File: src/rtl/kmu_pkg.sv
// Shared types and constants for the kmu zip/unzip sequencing path.
// Benches use ZS_LOG2W to derive the pass count that returns an operand unchanged.
package kmu_pkg;

  typedef enum logic [1:0] {ZS_IDLE, ZS_RUN, ZS_DONE} zipseq_state_t;

  localparam int ZS_WIDTH = 64;
  localparam int ZS_LOG2W = $clog2(ZS_WIDTH);

endpackage

File: src/rtl/zip_sequencer_if.sv
// Operand/result handshake bundle for zip_sequencer.
// The master drives operands and consumes results; the slave is the engine.
interface zip_sequencer_if #(
  parameter int WIDTH = 64,
  parameter int CNTW  = 3
);

  logic             Flush;
  logic             InValid;
  logic             InReady;
  logic [WIDTH-1:0] A;
  logic             ZipSelect;
  logic [CNTW-1:0]  Count;
  logic             OutValid;
  logic             OutReady;
  logic [WIDTH-1:0] Result;
  logic             Busy;

  modport master (
    output Flush, InValid, A, ZipSelect, Count, OutReady,
    input  InReady, OutValid, Result, Busy
  );

  modport slave (
    input  Flush, InValid, A, ZipSelect, Count, OutReady,
    output InReady, OutValid, Result, Busy
  );

endinterface

File: src/rtl/zipper.sv
// Single-cycle perfect shuffle: zip interleaves the low and high halves,
// unzip gathers even bits into the low half and odd bits into the high half.
module zipper #(
  parameter int WIDTH = 64
) (
  input  logic [WIDTH-1:0] data_i,
  input  logic             sel_i,
  output logic [WIDTH-1:0] result_o
);

  localparam int HALF = WIDTH / 2;

  logic [WIDTH-1:0] zipped;
  logic [WIDTH-1:0] unzipped;

  for (genvar i = 0; i < HALF; i++) begin : gShuffle
    assign zipped[2*i]        = data_i[i];
    assign zipped[2*i+1]      = data_i[i+HALF];
    assign unzipped[i]        = data_i[2*i];
    assign unzipped[i+HALF]   = data_i[2*i+1];
  end

  assign result_o = sel_i ? unzipped : zipped;

endmodule

File: src/rtl/zip_sequencer.sv
// Multi-cycle zip/unzip engine: loads an operand, applies Count shuffle passes
// one per cycle through the zipper stage, then holds the result until consumed.
module zip_sequencer
  import kmu_pkg::*;
#(
  parameter int WIDTH = 64,
  parameter int CNTW  = 3
) (
  input  logic             clk,
  input  logic             reset_n,
  zip_sequencer_if.slave   bus
);

  zipseq_state_t    state_q, state_d;
  logic [WIDTH-1:0] data_q, data_d;
  logic             sel_q, sel_d;
  logic [CNTW-1:0]  rem_q, rem_d;
  logic [WIDTH-1:0] zipResult;

  zipper #(.WIDTH(WIDTH)) uZipper (
    .data_i   (data_q),
    .sel_i    (sel_q),
    .result_o (zipResult)
  );

  always_ff @(posedge clk or negedge reset_n) begin
    if (!reset_n) begin
      state_q <= ZS_IDLE;
      data_q  <= '0;
      sel_q   <= 1'b0;
      rem_q   <= '0;
    end else begin
      state_q <= state_d;
      data_q  <= data_d;
      sel_q   <= sel_d;
      rem_q   <= rem_d;
    end
  end

  // Flush wins over both accept and consume; the datapath simply holds.
  always_comb begin
    state_d = state_q;
    data_d  = data_q;
    sel_d   = sel_q;
    rem_d   = rem_q;
    if (bus.Flush) begin
      state_d = ZS_IDLE;
    end else begin
      case (state_q)
        ZS_IDLE: begin
          if (bus.InValid) begin
            data_d  = bus.A;
            sel_d   = bus.ZipSelect;
            rem_d   = bus.Count;
            state_d = (bus.Count == '0) ? ZS_DONE : ZS_RUN;
          end
        end
        ZS_RUN: begin
          data_d = zipResult;
          rem_d  = rem_q - CNTW'(1);
          if (rem_q == CNTW'(1)) begin
            state_d = ZS_DONE;
          end
        end
        ZS_DONE: begin
          if (bus.OutReady) begin
            state_d = ZS_IDLE;
          end
        end
        default: begin
          state_d = ZS_IDLE;
        end
      endcase
    end
  end

  assign bus.InReady  = (state_q == ZS_IDLE);
  assign bus.OutValid = (state_q == ZS_DONE);
  assign bus.Busy     = (state_q != ZS_IDLE);
  assign bus.Result   = data_q;

  // A stalled result must not move, and RUN is never entered with nothing left to do.
  holdResult: assert property (@(posedge clk) disable iff (!reset_n)
    (state_q == ZS_DONE && !bus.OutReady && !bus.Flush) |=> (state_q == ZS_DONE && $stable(data_q)));

  runHasWork: assert property (@(posedge clk) disable iff (!reset_n)
    (state_q == ZS_RUN) |-> (rem_q != '0));

endmodule

File: src/flat_wrapper.sv
// flat-port wrapper written by rule: the top's interface ports become plain ports
module zip_sequencer_flat import kmu_pkg::*;
#(
  parameter int WIDTH = 64,
  parameter int CNTW  = 3
)
  (clk, reset_n, bus_Flush, bus_InValid, bus_A, bus_ZipSelect, bus_Count, bus_OutReady, bus_InReady, bus_OutValid, bus_Result, bus_Busy);
  zip_sequencer_if #(.WIDTH(WIDTH), .CNTW(CNTW)) bus_i ();
  input  logic clk;
  input  logic reset_n;
  input wire logic [$bits(bus_i.Flush)-1:0] bus_Flush;
  input wire logic [$bits(bus_i.InValid)-1:0] bus_InValid;
  input wire logic [$bits(bus_i.A)-1:0] bus_A;
  input wire logic [$bits(bus_i.ZipSelect)-1:0] bus_ZipSelect;
  input wire logic [$bits(bus_i.Count)-1:0] bus_Count;
  input wire logic [$bits(bus_i.OutReady)-1:0] bus_OutReady;
  output wire logic [$bits(bus_i.InReady)-1:0] bus_InReady;
  output wire logic [$bits(bus_i.OutValid)-1:0] bus_OutValid;
  output wire logic [$bits(bus_i.Result)-1:0] bus_Result;
  output wire logic [$bits(bus_i.Busy)-1:0] bus_Busy;
  assign bus_i.Flush = bus_Flush;
  assign bus_i.InValid = bus_InValid;
  assign bus_i.A = bus_A;
  assign bus_i.ZipSelect = bus_ZipSelect;
  assign bus_i.Count = bus_Count;
  assign bus_i.OutReady = bus_OutReady;
  assign bus_InReady = bus_i.InReady;
  assign bus_OutValid = bus_i.OutValid;
  assign bus_Result = bus_i.Result;
  assign bus_Busy = bus_i.Busy;
  zip_sequencer #(.WIDTH(WIDTH), .CNTW(CNTW)) u_core (.clk(clk), .reset_n(reset_n), .bus(bus_i));
endmodule
File: config.mk
export PLATFORM = sky130hd
export DESIGN_NAME = zip_sequencer_flat
export DESIGN_NICKNAME = d
export VERILOG_FILES = /design/src/rtl/kmu_pkg.sv /design/src/rtl/zip_sequencer_if.sv /design/src/rtl/zipper.sv /design/src/rtl/zip_sequencer.sv /design/src/flat_wrapper.sv
export SDC_FILE = /design/constraint.sdc
export NUM_CORES = 1
export LEC_CHECK = 0
export BUFFER_PORTS_ARGS = -buffer_cell sky130_fd_sc_hd__buf_2
export CORE_MARGIN = 1
export CORE_UTILIZATION = 46
export DETAILED_ROUTE_END_ITERATION = 10
export PLACE_DENSITY = 0.86
export SETUP_SLACK_MARGIN = 0.02
export SYNTH_ARGS = -nofsm -noshare
export SYNTH_HDL_FRONTEND = slang
export SYNTH_SLANG_ARGS = --single-unit
File: constraint.sdc
create_clock -name clk -period 2.6 [get_ports clk]
set_input_delay 0.52 -clock clk [delete_from_list [all_inputs] [get_ports clk]]
set_output_delay 0.52 -clock clk [all_outputs]
set_load 0.005 [all_outputs]
==> results.ini, run 1 <==
[status]
status = finished, final reports clean

[floorplan]
ios = 140
coreArea_um2 = 8680
initial_core_util_pct = 47.1
chipWidth_um = 96.3
rows = 34
die_h_um = 96.3
die-area_um2 = 9270

[timing]
period_needed_ps = 1930
max-slew-margin-rel_pct = 39.6
maxSlewViolCount = 0
tightest_slew_ps = 906
setup_viol = 0
fin_crit_sh_pct = 74.3
hold_viol = 0
rsz0062_at_grt = false
skew_ps = 9.36
max_freq_ghz = 0.518
finalSetupTns_ps = 0

[cells_and_area]
diodes = 0
fillCellCount = 790
syn_to_final_growth_pct = 21.5
multi_input_area_um2 = 2090
regArea_um2 = 1760
fin_util_pct = 57.3
drive_gt1_share_pct = 29.7
nets = 648

[logic_synthesis]
synth_area_per_cell_um2 = 8.83
ys_seq_area_share_pct = 42.8
synth_cell_types = 29
synth_warnings = 0
ys_seq_elements = 70
syn-cell-area_um2 = 4090
synth_nets = 538
syn_inst = 463

[detailed_routing]
drt_pass1_iterations = 4
drt_iter0_markers = 244
routed_wl_um = 11300
vias = 4036
drc = 0
routedWlPerCell_um = 16.5
antenna_left = 0
via_per_inst = 5.90

[setup_path]
crit_slowest_cell = dfrtp_1
endpoint_kind = register
worstPathArrival_ps = 2160
cp.required_ps = 2830
r2r_cells = 4
cp_cell_sequence = or2_4, or2_2, buf_4, o31ai_1
slowest_delay_ps = 500
criticalPathCategory = register to register
crit_fanout = 65
cp-start-kind = register

[run]
max_cap_violations = 0

[power]
p_seq_share_pct = 44.6
p_leak_nw = 2.17
clockPowerShare_pct = 20.4
switching_share_pct = 37.8
p_comb_share_pct = 35.1
power_switching_mw = 1.51
internal_power_mw = 2.48
ir_drop_mv = 0.456
p_per_area_nw_per_um2 = 802

[global_routing]
grt_max_degree = 71
track_usage_pct = 24.7
gr-total-overflow = 0
antenna_found_initial = 0
grt_pass1_vias = 3652
grt_pass1_wl_um = 17700

[placed_design]
gp_congestion = 0.811
dp_hpwl_um = 7060
io_buffers = 139

[cts]
cts.sinks = 70
root_buffer = clkbuf_8
cts_setup_buffers = 0
htree_levels = 3
cts_buffers = 9
clock_latency_ps = 340
cts_buffer_depth = 2
cts_tree = yes
post_cts_resize_count = 0
path_clk_slew_ps = 70
cts_hold_buffers = 0

[worst_hold_path]
hp-class = input port to async pin

Yosys cell counts (all sizes together):
| library cell | number | share of area [%] |
|---|---|---|
| dfrtp | 70 | 43 |
| o21ai | 66 | 8.1 |
| nor2 | 62 | 5.7 |
| nor2b | 62 | 9.5 |
| a211oi | 61 | 11 |
| o31ai | 60 | 11 |
| clkbuf | 36 | 3.3 |
| buf | 13 | 2.6 |
| inv | 7 | 0.64 |
| a21oi | 4 | 0.49 |
| mux2 | 3 | 0.83 |
| ha | 2 | 0.61 |
| mux2i | 2 | 0.49 |
| nor4b | 2 | 0.43 |
| or2 | 2 | 0.37 |
| a211o | 1 | 0.21 |
| a21o | 1 | 0.18 |
| a32oi | 1 | 0.21 |
| nand2b | 1 | 0.15 |
| nand3 | 1 | 0.12 |
| nor3 | 1 | 0.12 |
| nor3b | 1 | 0.18 |
| nor4 | 1 | 0.15 |
| nor4bb | 1 | 0.24 |
| o22ai | 1 | 0.15 |
| or3b | 1 | 0.21 |
metal layers:
layer	track usage [%]	wire (um)	share of wire (%)	vias up
met1	35.1	5170	46	1926
met3	3.87	722	6.4	16
met5	0	0	0	-
met4	9.44	182	1.6	0
met2	37.8	5220	46	177
li1	-	-	-	1917
power by group through the flow:
stage / clock, mW / combinational [mW] / sequential (mW)
4_1_cts: 0.825 / 1.40 / 1.77
3_3_place_gp: 0 / 1.35 / 1.76
6_report: 0.812 / 1.40 / 1.78
2_1_floorplan: 0 / 0.908 / 1.66
5_1_grt: 0.878 / 1.57 / 1.82
3_5_place_dp: 0 / 1.40 / 1.78
worst paths after layout:
check / from / endpoint / slack [ps]
hold reg to reg: u_core.bus.Result[63] / u_core.bus.Result[63] / 510
min in group clk: bus_Flush / u_core.state_q[1] / 380
setup reg to reg: u_core.state_q[1] / u_core.bus.Result[50] / 670
setup / recovery: u_core.state_q[1] / u_core.bus.Result[50] / 670
max in group asynchronous: reset_n / u_core.sel_q / 1600
hold / removal: reset_n / u_core.bus.Result[9] / 300
final cells by class:
class	instances	area share (%)
clock buffer	13	3.40
clock inverter	1	0.101
inverter	7	0.529
multi-input combinational	337	42.0
sequential	70	35.3
tap	108	2.72
timing repair buffer	148	15.9
layout by cell type (no fill, tap or decap), types with 2 or more instances in the layout:
cell type / Yosys / layout
buf_12: 0 / 2
nor4b_1: 2 / 2
ha_1: 2 / 2
nor2_1: 62 / 61
buf_2: 4 / 138
inv_1: 7 / 7
o21ai_0: 66 / 66
buf_4: 0 / 8
mux2i_1: 2 / 2
clkbuf_8: 0 / 12
dfrtp_1: 70 / 69
nor2b_1: 62 / 61
a211oi_1: 61 / 61
mux2_2: 3 / 3
o31ai_1: 60 / 60
a21oi_1: 4 / 4
kinds of logic (layout without fill, tap and decap cells):
logic type | count (synthesis) | count (layout) | synth area share (%)
AND/OR/NAND/NOR | 135 | 135 | 17.2
flip-flops | 70 | 70 | 42.8
adder cells (fa/ha/maj) | 2 | 2 | 0.612
multiplexers | 5 | 5 | 1.32
buffers and inverters | 56 | 169 | 6.55
AO/OA/AOI/OAI | 195 | 195 | 31.5
per-stage QoR:
stage	instances	hold WS, ps	worst slack, ps	area (um2)	power, mW
2_1_floorplan	463	224	911	4090	2.57
3_3_place_gp	670	487	614	4800	3.11
3_5_place_dp	670	494	591	4800	3.18
4_1_cts	684	335	676	4970	3.99
5_1_grt	684	368	562	4970	4.27
6_report	684	302	668	4970	3.99
sequential cells by signal (all words and copies together) (netlist names):
signal and flops:
u_core.bus.Result 64, u_core.rem_q 3, u_core.state_q 2, u_core.sel_q 1
worst max-delay path: cells and delay by family, from the launching register on:
family | cells | cell delay, ps
flops | 1 | 500
simple gates | 2 | 590
buf+inv | 1 | 350
compound gates | 1 | 370
(Power assumes the default switching activity.)
==> run 2: changes to the inputs <==
- PLACE_DENSITY: 0.86 -> 0.89
- clock period: 2.6 -> 1.6 ns (I/O delays scaled with it)
==> results.ini, run 2 (synthesis gave the netlist of run 1 again) <==
[status]
status = finished, final reports clean

[setup_path]
crit_fanout = 34  ; -48%
r2r_slack_ps = 50  ; -610 ps
path_buf_inv = 1  ; unchanged
cp_cell_sequence = or2_4, or2_2, buf_12, o31ai_1
reg2reg_from = u_core.state_q[1]
cp.required_ps = 1830  ; -1000 ps
endpoint_kind = register
cp-start-kind = register
criticalPathCategory = register to register
r2r-end = u_core.bus.Result[7]
crit_slowest_cell = dfrtp_1
worstPathArrival_ps = 1780  ; -380 ps
crit_family = simple AND/OR/NAND/NOR gates
slowest_delay_ps = 390  ; -110 ps
r2r_cells = 4  ; unchanged

[cells_and_area]
layout_commonest_cell = buf_2
multi_input_area_um2 = 2130  ; +1.9%
nets = 661  ; +2.0%
syn_to_final_growth_pct = 27.7
diodes = 0  ; unchanged
largest_register_ffs = 64  ; unchanged
fillCellCount = 733  ; -7.2%
regArea_um2 = 1760  ; about the same
drive_gt1_share_pct = 33.0  ; +3.3 points
layout_common_cells = buf_2, dfrtp_1, o21ai_0, nor2b_1, nor2_1
final_cells = 699  ; +2.2%

[power]
p_per_area_nw_per_um2 = 1320  ; +65%
power_mw = 6.90  ; +73%
ir_drop_mv = 0.627  ; +38%
p_leak_nw = 2.29  ; +5.2%

[cts]
cts_buffers = 9  ; unchanged
cts_tree = yes
clock_latency_ps = 340  ; about the same
htree_levels = 3  ; unchanged
cts.sinks = 70  ; unchanged
path_clk_slew_ps = 80  ; about the same
root_buffer = clkbuf_8
cts_buffer_depth = 2  ; unchanged

[detailed_routing]
drt_pass1_iterations = 4  ; unchanged
drt_iter0_markers = 333  ; +36%
routed_wl_um = 11900  ; +5.5%
drc = 0  ; unchanged
antenna_left = 0  ; unchanged
routedWlPerCell_um = 17.0  ; +3.2%
via_per_inst = 5.96  ; +1.0%
vias = 4167  ; +3.2%

[placed_design]
gp_congestion = 0.803  ; -0.96%
dp_slack_ps = -9.92  ; -601 ps
numPlacedInstances = 680  ; +1.5%
io_buffers = 139  ; unchanged
dp_hpwl_um = 7760  ; +10%

[global_routing]
use_met3_pct = 6.00  ; +2.1 points
gr-total-overflow = 0  ; unchanged
grt.met1_usage_pct = 35.1  ; about the same
antenna_found_initial = 0  ; unchanged
busiest_layer = met2
grt_use_met2_pct = 40.7  ; +2.8 points
grt_pass1_wl_um = 18300  ; +3.7%
grt_max_degree = 97  ; +37%
grt_pass1_vias = 3822  ; +4.7%
track_usage_pct = 25.4  ; +0.67 points

[timing]
fin_crit_sh_pct = 96.6  ; +22 points
max-slew-margin-rel_pct = 56.6  ; +17 points
hold_viol = 0  ; unchanged
rsz0062_at_grt = true
tightest_slew_ps = 652  ; -254 ps
setup_viol = 0  ; unchanged
max_freq_ghz = 0.647  ; +25%
maxSlewViolCount = 0  ; unchanged
skew_ps = 13.4  ; +3.99 ps
fin_ws_ps = 54.8  ; -613 ps
period_needed_ps = 1550  ; -387 ps

[run]
max_cap_violations = 0  ; unchanged

[worst_hold_path]
holdPathStages = 2
hp-start = bus_A[63]
hp-class = input port to register
hold_end = u_core.bus.Result[63]

[floorplan]
coreArea_um2 = 8680  ; unchanged
ios = 140  ; unchanged
chipWidth_um = 96.3  ; unchanged
die-area_um2 = 9270  ; unchanged
initial_core_util_pct = 47.1  ; unchanged
die_h_um = 96.3  ; unchanged
rows = 34  ; unchanged

[run 2: changes by cell type in the layout (fill, tap and decap cells not counted), sizes merged]
cell         before  now
bufinv            0    2
clkinv            1    3
buf             148  160
clkbuf           13   10
dlygate4sd3       0    1
clkinvlp          0    1
[run 2: report_power, final]
group          switching, mW  total [mW]  internal [mW]
logic                   1.35        2.54           1.18
clock network          0.691        1.57          0.876
registers              0.529        2.79           2.27
[run 2: final cells by class]
cell class / instances / area share, %
clock buffer: 10 / 2.44
clock inverter: 6 / 1.65
inverter: 7 / 0.503
multi-input combinational: 337 / 40.7
sequential: 70 / 33.6
tap: 108 / 2.59
timing repair buffer: 161 / 18.4
[run 2: worst reg2reg max path, stage by stage (launching register included)]
cell	delay, ps
dfrtp_1	390
or2_4	230
or2_2	340
buf_12	190
o31ai_1	290
[run 2: metrics by stage]
stage	hold WS (ps)	setup TNS [ps]	util [%]	area [um2]
2_1_floorplan	24.4	0	-	4090
3_3_place_gp	374	0	57.0	4940
3_5_place_dp	381	-14.6	57.0	4940
4_1_cts	190	0	59.7	5180
5_1_grt	182	-10.6	60.2	5220
6_report	201	0	60.2	5220
[run 2: worst max path at each step]
stage	endpoint	start	cells past startpoint
final	u_core.bus.Result[7]	u_core.state_q[1]	4
after global routing	bus_Busy	u_core.state_q[1]	4
after CTS	bus_Busy	u_core.state_q[0]	4
after detailed placement	u_core.bus.Result[7]	bus_Flush	5
after global placement	u_core.bus.Result[45]	bus_Flush	5
after floorplan	u_core.bus.Result[1]	u_core.state_q[1]	6
[run 2: timing repair]
action | in CTS | in global routing
endpoints found under the hold margin | 4 | 0
setup endpoints to repair | 3 | 8
resized for setup | 1 | 10
hold buffers | 1 | 0
setup buffers | 2 | 0
[run 2: routing by layer]
metal | share of wire (%) | up-vias
li1 | - | 1942
met1 | 43 | 2005
met2 | 47 | 206
met3 | 8.4 | 14
met4 | 0.82 | 0
met5 | 0 | -
==> run 3: changes to the inputs <==
- ABC_AREA: default -> 1
- PLACE_DENSITY: 0.89 -> 0.88
==> results.ini, run 3 <==
[cells_and_area]
drive_gt1_share_pct = 23.4  ; -9.5 points
final_cells = 900  ; +29%
regArea_um2 = 1750  ; -0.21%
syn_to_final_growth_pct = 21.1
layout_commonest_cell = nand2_1
nets = 861  ; +30%
largest_register_ffs = 64  ; unchanged
diodes = 0  ; unchanged
layout_common_cells = nand2_1, buf_2, inv_1, nand3_1, dfrtp_1
fillCellCount = 907  ; +24%
multi_input_area_um2 = 2050  ; -3.8%

[timing]
finalSetupTns_ps = 0  ; unchanged
hold_slack_ps = 196  ; -5.35 ps
fin_crit_sh_pct = 94.0  ; -2.6 points
fin_ws_ps = 95.8  ; +41.0 ps
maxSlewViolCount = 0  ; unchanged
hold_viol = 0  ; unchanged
period_needed_ps = 1500  ; -41.0 ps
max-slew-margin-rel_pct = 77.6  ; +21 points
skew_ps = 10.6  ; -2.76 ps
tightest_slew_ps = 337  ; -315 ps
max_freq_ghz = 0.665  ; +2.7%
rsz0062_at_grt = true
setup_viol = 0  ; unchanged

[logic_synthesis]
synth_warnings = 0  ; unchanged
synth_edf_count = 0  ; unchanged
syn_inst = 664  ; +43%
yosys.cell_count.top_type = nand2_1
netlist_top_cells_area = dfrtp_1, nand2_1, nand3_1
ys.flop_type = dfrtp_1
ys_seq_area_share_pct = 40.2  ; -2.6 points
ys_seq_elements = 70  ; unchanged
synth_top_area_share_pct = 40.2  ; -2.6 points
yosysTopAreaCell = dfrtp_1
synth_cell_types = 18  ; -38%
synth_area_per_cell_um2 = 6.56  ; -26%
synthArstFlopShare_pct = 100  ; unchanged
syn-cell-area_um2 = 4350  ; +6.5%
synth_nets = 739  ; +37%
synth_common_cells = nand2_1, inv_1, dfrtp_1, nand3_1, o21ai_1

[cts]
clock_latency_ps = 350  ; about the same
root_buffer = clkbuf_8
path_clk_slew_ps = 70  ; about the same
cts_tree = yes
htree_levels = 3  ; unchanged
cts_buffers = 9  ; unchanged
cts.sinks = 70  ; unchanged
cts_buffer_depth = 2  ; unchanged

[status]
status = finished, final reports clean

[floorplan]
die-area_um2 = 9860  ; +6.3%
die_h_um = 99.3  ; +3.1%
coreArea_um2 = 9200  ; +6.0%
ios = 140  ; unchanged
initial_core_util_pct = 47.3  ; +0.22 points
rows = 35  ; +2.9%
chipWidth_um = 99.3  ; +3.1%

[power]
p_leak_nw = 3.10  ; +35%
ir_drop_mv = 1.32  ; +110%
power_switching_mw = 4.44  ; +72%
clockPowerShare_pct = 12.5  ; -10 points
power_mw = 9.73  ; +41%
internal_power_mw = 5.30  ; +22%
p_comb_share_pct = 56.0  ; +19 points
p_per_area_nw_per_um2 = 1850  ; +40%
p_seq_share_pct = 31.5  ; -9.0 points
switching_share_pct = 45.6  ; +8.3 points

[detailed_routing]
routed_wl_um = 10500  ; -12%
drc = 0  ; unchanged
routedWlPerCell_um = 11.7  ; -31%
via_per_inst = 4.88  ; -18%
antenna_left = 0  ; unchanged
vias = 4390  ; +5.4%
drt_iter0_markers = 186  ; -44%
wl_met1_um = 4850  ; -6.2%
met3WireLength_um = 746  ; -26%
dr_wl_met2_um = 4740  ; -16%
top_layer = met4
drt_pass1_iterations = 7  ; +3

[placed_design]
dp_hpwl_um = 7530  ; -3.0%
numPlacedInstances = 885  ; +30%
io_buffers = 139  ; unchanged
gp_congestion = 0.807  ; +0.49%
dp_slack_ps = 248  ; +258 ps

[setup_path]
criticalPathCategory = register to output pin
cp-start-kind = register
worstPathArrival_ps = 1180  ; -600 ps
crit_fanout = 5  ; -85%
cp.required_ps = 1280  ; -550 ps
endpoint_kind = output pin
critPathLaunch = u_core.state_q[1]
reg2reg_from = u_core.state_q[1]

[worst_hold_path]
hp-start = bus_ZipSelect
hp-class = input port to register

[global_routing]
antenna_found_initial = 0  ; unchanged
grt_pass1_vias = 3890  ; +1.8%
track_usage_pct = 23.1  ; -2.3 points
grt_max_degree = 67  ; -31%
gr-total-overflow = 0  ; unchanged
grt_pass1_wl_um = 18000  ; -1.8%

[run]
max_cap_violations = 0  ; unchanged

## run 3: worst paths after layout
kind / end / slack (ps) / cells after the start
min reg2reg: u_core.bus.Result[0] / 500 / 2
min: u_core.sel_q / 200 / 3
max in group asynchronous: u_core.bus.Result[59] / 720 / 3
max reg2reg: u_core.bus.Result[1] / 220 / 6
max: bus_OutValid / 100 / 3
min in group asynchronous: u_core.bus.Result[41] / 330 / 2
## run 3: cell families (layout without fill, tap and decap cells)
group                    Yosys count  count (layout)  share of synthesized area [%]
buffers and inverters            118             243                           12.8
flip-flops                        70              70                           40.2
adder cells (fa/ha/maj)            2               2                          0.575
XOR/XNOR                           1               1                          0.201
AND/OR/NAND/NOR                  407             407                           37.3
AO/OA/AOI/OAI                     66              66                           8.85
## run 3: area by class of cell
type / count / share of cell area, %
flip-flops and latches: 70 / 33.2
inverters: 77 / 5.53
clock buffers: 12 / 2.75
multi-input cells: 476 / 38.8
clock inverters: 2 / 0.190
repair buffers: 152 / 16.8
well taps: 111 / 2.63
## run 3: power groups by stage
| stage | registers (mW) | logic (mW) | clock network (mW) |
|---|---|---|---|
| after floorplan | 3.12 | 3.80 | 0 |
| after CTS | 3.06 | 5.51 | 1.25 |
| after detailed placement | 3.09 | 5.49 | 0 |
| final | 3.06 | 5.45 | 1.22 |
| after global placement | 3.07 | 5.40 | 0 |
| after global routing | 3.16 | 6.35 | 1.33 |
## run 3: what timing repair did
action | in CTS | in global routing
hold buffers | 1 | 0
resized for setup | 0 | 1
hold endpoints to repair | 6 | 0
endpoints found under the setup margin | 0 | 1
setup buffers | 0 | 0
## run 3: metal layers
layer,vias to the layer above,global-route usage [%]
li1,2275,-
met1,1953,31.7
met2,147,35.6
met3,15,5.62
met4,0,8.03
met5,-,0
## run 3: worst max-delay path, cell delays in order (launching register included)
cell and delay, ps:
dfrtp_1 480, inv_1 100, nor2_1 130, buf_2 130
## run 3: metrics by stage
stage | instance area (um2) | util, %
detailed placement | 5100 | 55.5
global placement | 5100 | 55.5
floorplan | 4350 | -
global route | 5270 | 57.3
CTS | 5270 | 57.3
finish | 5270 | 57.3
